<file path="config.mk">
export PLATFORM = sky130hd
export DESIGN_NAME = present_uut_driver
export DESIGN_NICKNAME = d
export VERILOG_FILES = /design/src/rtl/present_uut_driver.sv
export SDC_FILE = /design/constraint.sdc
export NUM_CORES = 1
export LEC_CHECK = 0
export BUFFER_PORTS_ARGS = -buffer_cell sky130_fd_sc_hd__buf_2
export CAP_MARGIN = 10
export CORE_AREA = 2 2 171 173
export DETAILED_ROUTE_END_ITERATION = 8
export DIE_AREA = 0 0 173 175
export SYNTH_ARGS = -nofsm -noshare
export SYNTH_HDL_FRONTEND = slang
export SYNTH_SLANG_ARGS = --single-unit
</file>
<file path="constraint.sdc">
create_clock -name clk -period 4.36 [get_ports clk]
set_input_delay 0.872 -clock clk [delete_from_list [all_inputs] [get_ports clk]]
set_output_delay 0.872 -clock clk [all_outputs]
set_load 0.03 [all_outputs]
</file>
<file path="src/rtl/present_uut_driver.sv">
// Sequencer that runs one PRESENT operation per request: it resets the core, waits for
// the key schedule and the end flag for the requested direction, then returns the
// result block, the cycle count and a timeout flag.
module present_uut_driver #(
   parameter int RST_CYCLES = 2,
   parameter int TIMEOUT    = 4096,
   parameter int CNT_W      = 16
) (
   input  logic             clk,
   input  logic             rst,
   input  logic             req_valid_i,
   output logic             req_ready_o,
   input  logic [63:0]      block_i,
   input  logic [79:0]      key_i,
   input  logic             enc_dec_i,
   output logic             rsp_valid_o,
   input  logic             rsp_ready_i,
   output logic [63:0]      block_o,
   output logic [CNT_W-1:0] cycles_o,
   output logic             timeout_o,
   output logic             uut_rst_o,
   output logic [63:0]      uut_block_o,
   output logic [79:0]      uut_key_o,
   output logic             uut_enc_dec_o,
   input  logic             uut_end_key_i,
   input  logic [63:0]      uut_block_i,
   input  logic             uut_end_enc_i,
   input  logic             uut_end_dec_i
);

   // state  | meaning
   // IDLE   | waiting for a request, core held in reset
   // RSTUUT | core held in reset for RST_CYCLES cycles
   // KEYGEN | core running, waiting for end of key schedule
   // RUN    | core running, waiting for the matching end flag
   // DONE   | response presented until consumed, core held in reset
   typedef enum logic [2:0] {
      IDLE   = 3'd0,
      RSTUUT = 3'd1,
      KEYGEN = 3'd2,
      RUN    = 3'd3,
      DONE   = 3'd4
   } state_t;

   localparam int RW = (RST_CYCLES > 1) ? $clog2(RST_CYCLES) : 1;
   localparam logic [RW-1:0]    RST_LOAD = RW'(RST_CYCLES - 1);
   localparam logic [CNT_W-1:0] TMO      = CNT_W'(TIMEOUT);

   state_t            state;
   state_t            state_nxt;
   logic [RW-1:0]     rst_cnt;
   logic [CNT_W-1:0]  cnt;
   logic [CNT_W-1:0]  cnt_inc;
   logic              accept;
   logic              counting;
   logic              end_match;
   logic              complete;
   logic              expire;

   assign accept    = req_valid_i && (state == IDLE);
   assign counting  = (state == KEYGEN) || (state == RUN);
   assign cnt_inc   = cnt + CNT_W'(1);
   // the flag for the other direction is never looked at
   assign end_match = uut_enc_dec_o ? uut_end_dec_i : uut_end_enc_i;
   assign complete  = ((state == RUN) && end_match) ||
                      ((state == KEYGEN) && uut_end_key_i && end_match);
   assign expire    = counting && (cnt_inc == TMO) && !complete;

   always_ff @(posedge clk) begin
      if (rst) begin
         state <= IDLE;
      end else begin
         state <= state_nxt;
      end
   end

   always_comb begin
      state_nxt = state;
      case (state)
         IDLE:    if (accept) state_nxt = RSTUUT;
         RSTUUT:  if (rst_cnt == '0) state_nxt = KEYGEN;
         KEYGEN: begin
            if (complete || expire) state_nxt = DONE;
            else if (uut_end_key_i) state_nxt = RUN;
         end
         RUN:     if (complete || expire) state_nxt = DONE;
         DONE:    if (rsp_ready_i) state_nxt = IDLE;
         default: state_nxt = IDLE;
      endcase
   end

   always_comb begin
      req_ready_o = 1'b0;
      rsp_valid_o = 1'b0;
      uut_rst_o   = 1'b1;
      case (state)
         IDLE:    req_ready_o = 1'b1;
         KEYGEN:  uut_rst_o   = 1'b0;
         RUN:     uut_rst_o   = 1'b0;
         DONE:    rsp_valid_o = 1'b1;
         default: ;
      endcase
   end

   always_ff @(posedge clk) begin
      if (rst) begin
         rst_cnt       <= '0;
         cnt           <= '0;
         block_o       <= '0;
         cycles_o      <= '0;
         timeout_o     <= 1'b0;
         uut_block_o   <= '0;
         uut_key_o     <= '0;
         uut_enc_dec_o <= 1'b0;
      end else begin
         if (accept) begin
            uut_block_o   <= block_i;
            uut_key_o     <= key_i;
            uut_enc_dec_o <= enc_dec_i;
            cnt           <= '0;
            rst_cnt       <= RST_LOAD;
         end
         if ((state == RSTUUT) && (rst_cnt != '0)) begin
            rst_cnt <= rst_cnt - RW'(1);
         end
         if (counting) begin
            cnt <= cnt_inc;
         end
         if (complete) begin
            block_o   <= uut_block_i;
            cycles_o  <= cnt_inc;
            timeout_o <= 1'b0;
         end else if (expire) begin
            block_o   <= '0;
            cycles_o  <= TMO;
            timeout_o <= 1'b1;
         end
      end
   end

endmodule

</file>
==> metrics <==
status=finished, final reports clean; initial antenna violation count=5; hold path cells=2; Initial DRC Count=478; routed via count=~9000; worst setup path category=flip-flop to flip-flop; Layout area overhead=36.9%; Synth Cell Area=9240 um^2; post-synthesis sequential area ratio=0.533; CTS Hold Bufs=0; largest family of logic cells by synthesized area=simple AND/OR/NAND/NOR gates; worst reg2reg path endpoint=block_o[44]; Seq cells post-synth=246; skew final=~0.012 ns; DP HPWL=around 22000 um; cell area after layout=about 13000 um^2; Synth Area in Compound Gates=0.177; setup TNS=0 ns; Worst-Margin Slew=around 1.1 ns; global-route wire length before repair=46900 um; Max VDD drop=about 0.00031 V; Unique masters post-synth=43; Tcrit/Tclk final=0.774; Max FO, Critical Path=50; Post-Synth Simple-Gate Area=0.198; routability cong.=0.800; layout cells sized above 1=0.322; post-synthesis area per instance=approximately 7.9 um^2; Post-synth top flop=dfxtp_1; Die Footprint=around 30000 um^2; vias per cell=4.61; # nets final=1775; Slew headroom=0.237; reg-to-reg slack, setup=0.98 ns; worst path required time=around 4.7 ns; switching share of total power=0.337; MaxCap Viol Count=0; post-synthesis mux area share=0.00217; core area=between 20000 and 30000 um^2; top cell family by delay on the critical path=simple AND/OR/NAND/NOR gates; gr ovfl total=0; Critical R2R Launch=cnt[0]; post-CTS setup buffers=0; Top Ports=~450; Peak Freq=about 300 MHz; post-synth net total=roughly 1400; CTS max path bufs=3; DRC=0; EDFF count, synth=0; Num CTS Buffers=27; commonest non-fill, non-tap cell in the layout=buf_2; Port Buffer Count=approximately 440; fin util=0.445; Initial Utilization=0.325; num rows=62; Worst-Skew Late Latency=between 0.5 and 0.6 ns; DR pass1 iterations=5; adder-cell share of the synthesized area=0.00271; Worst-path clk slew=approximately 0.070 ns; Slowest cell on crit path=or4_4; max-slew violation count=0; critical path depth=8; WL final=30300 um; CTS tree=built; Tmin final=approximately 3.4 ns; Worst setup endpoint=block_o[44]; crit path DAT=3.75 ns; P_leak=around 0.0057 uW; RSZ-0062 raised after global routing=no; Hold WC Path Type=flip-flop to flip-flop; post-synthesis cell count=about 1200; H-tree depth=1; CTS sink cnt=~250; Worst Setup End Kind=flip-flop; Synthesis Warnings=0; commonest non-fill, non-tap cells in the layout=buf_2 (443), nand2_1 (368), dfxtp_1 (246); Reg power frac=0.393; largest net degree at the start of global routing=124; crit-path cells=ha_1 > nand3_1 > or4_4 > xnor2_2 > nand4_1 > nor4bb_4 > buf_4 > o31ai_1; pwr dens=527 nW/um^2; switching pwr=approximately 2200 uW; final hold vios=0; Area after DPL=11700 um^2; total power=6660 uW; combinational power share=0.246; clock network fraction of design power=0.360; Buf+Inv Stages, Crit Path=1; Setup Viol. Count Final=0; Worst Setup SP=cnt[0]; Die Ht=175 um; Int Power=around 4400 uW; worst reg2reg path depth=8; WL/cell=approximately 15 um; Setup crit start kind=flip-flop; worst hold slack=~0.45 ns; share of flip-flops with an asynchronous set or reset=0; Die Width=~170 um; via count of the first global-routing pass=between 8000 and 9000; Detail Route Antenna Nets=0; XOR/XNOR share of the synthesized area=0.0141; # resized after CTS=0; min-delay src=uut_key_o[21]; Tot GR Track Use=0.189; Worst path max stage delay=between 0.5 and 0.6 ns; clock tree root driver cell=clkbuf_16
## final cells by class
cell class | instances | area [um^2]
Antenna cell | 2 | 5.00
Clock buffer | 36 | 769
Clock inverter | 12 | 173
Fill cell | 2958 | 15700
Inverter | 83 | 312
Multi-Input combinational cell | 744 | 3660
Sequential cell | 246 | 4920
Tap cell | 384 | 480
Timing Repair Buffer | 455 | 2320
## Yosys cell counts (6+ instances only)
master / number / share of area
a21oi_1: 157 / 0.085
a22oi_1: 6 / 0.0049
buf_2: 15 / 0.0081
clkbuf_1: 70 / 0.028
dfxtp_1: 246 / 0.53
inv_1: 83 / 0.034
nand2_1: 368 / 0.15
nand3_1: 12 / 0.0065
nor2_1: 31 / 0.013
nor3_1: 13 / 0.0070
o21ai_0: 12 / 0.0065
o31ai_1: 69 / 0.056
o32ai_1: 12 / 0.011
or3_1: 8 / 0.0054
xnor2_1: 11 / 0.010
## flip-flops by register name, indices dropped and copies added (netlist names)
signal         cells
uut_enc_dec_o      1
uut_block_o       64
timeout_o          1
cycles_o          16
state              3
cnt               16
uut_key_o         80
block_o           64
rst_cnt            1
## power groups by stage
stage	logic, uW	clock network [uW]	registers, uW
after global placement	1650	0	2660
after detailed placement	1660	0	2670
after global routing	1790	2560	2650
after floorplan	641	0	3120
final	1640	2400	2620
after CTS	1660	2470	2620
## stage by stage
stage | worst slack [ns] | cells
after floorplan | 1.89 | 1164
after global placement | 1.18 | 1912
after detailed placement | 1.02 | 1912
after CTS | 0.997 | 1960
after global routing | 0.716 | 1961
final | 0.984 | 1962
## logic make-up after synthesis
kind of cell | after synthesis
muxes | 2
AOI/OAI and AO/OA | 272
buffers and inverters | 174
and+or+nand+nor | 454
adders and majority gates | 2
xor gates and xnor gates | 14
DFF | 246
## routing by layer
metal / vias to the layer above / global-route usage / routed length, um
li1: 4596 / - / -
met1: 4066 / 0.222 / 12300
met2: 329 / 0.329 / 14600
met4: 6 / 0.0494 / 591
met5: - / 0 / 42
met3: 46 / 0.0646 / 2750
## worst min-delay path by stage
stage	to	slack (ns)
after global placement	uut_block_o[0]	0.44
after detailed placement	uut_key_o[50]	0.44
after floorplan	cnt[11]	0.46
after CTS	uut_block_o[52]	0.45
final	uut_key_o[21]	0.45
after global routing	uut_block_o[52]	0.46
## worst register-to-register path, stage by stage (launching register included)
cell and delay (ns):
dfxtp_1 0.49, ha_1 0.34, nand3_1 0.17, or4_4 0.58
xnor2_2 0.20, nand4_1 0.18, nor4bb_4 0.55, buf_4 0.55
o31ai_1 0.17
Note: power is estimated with default switching activity, not from simulation.
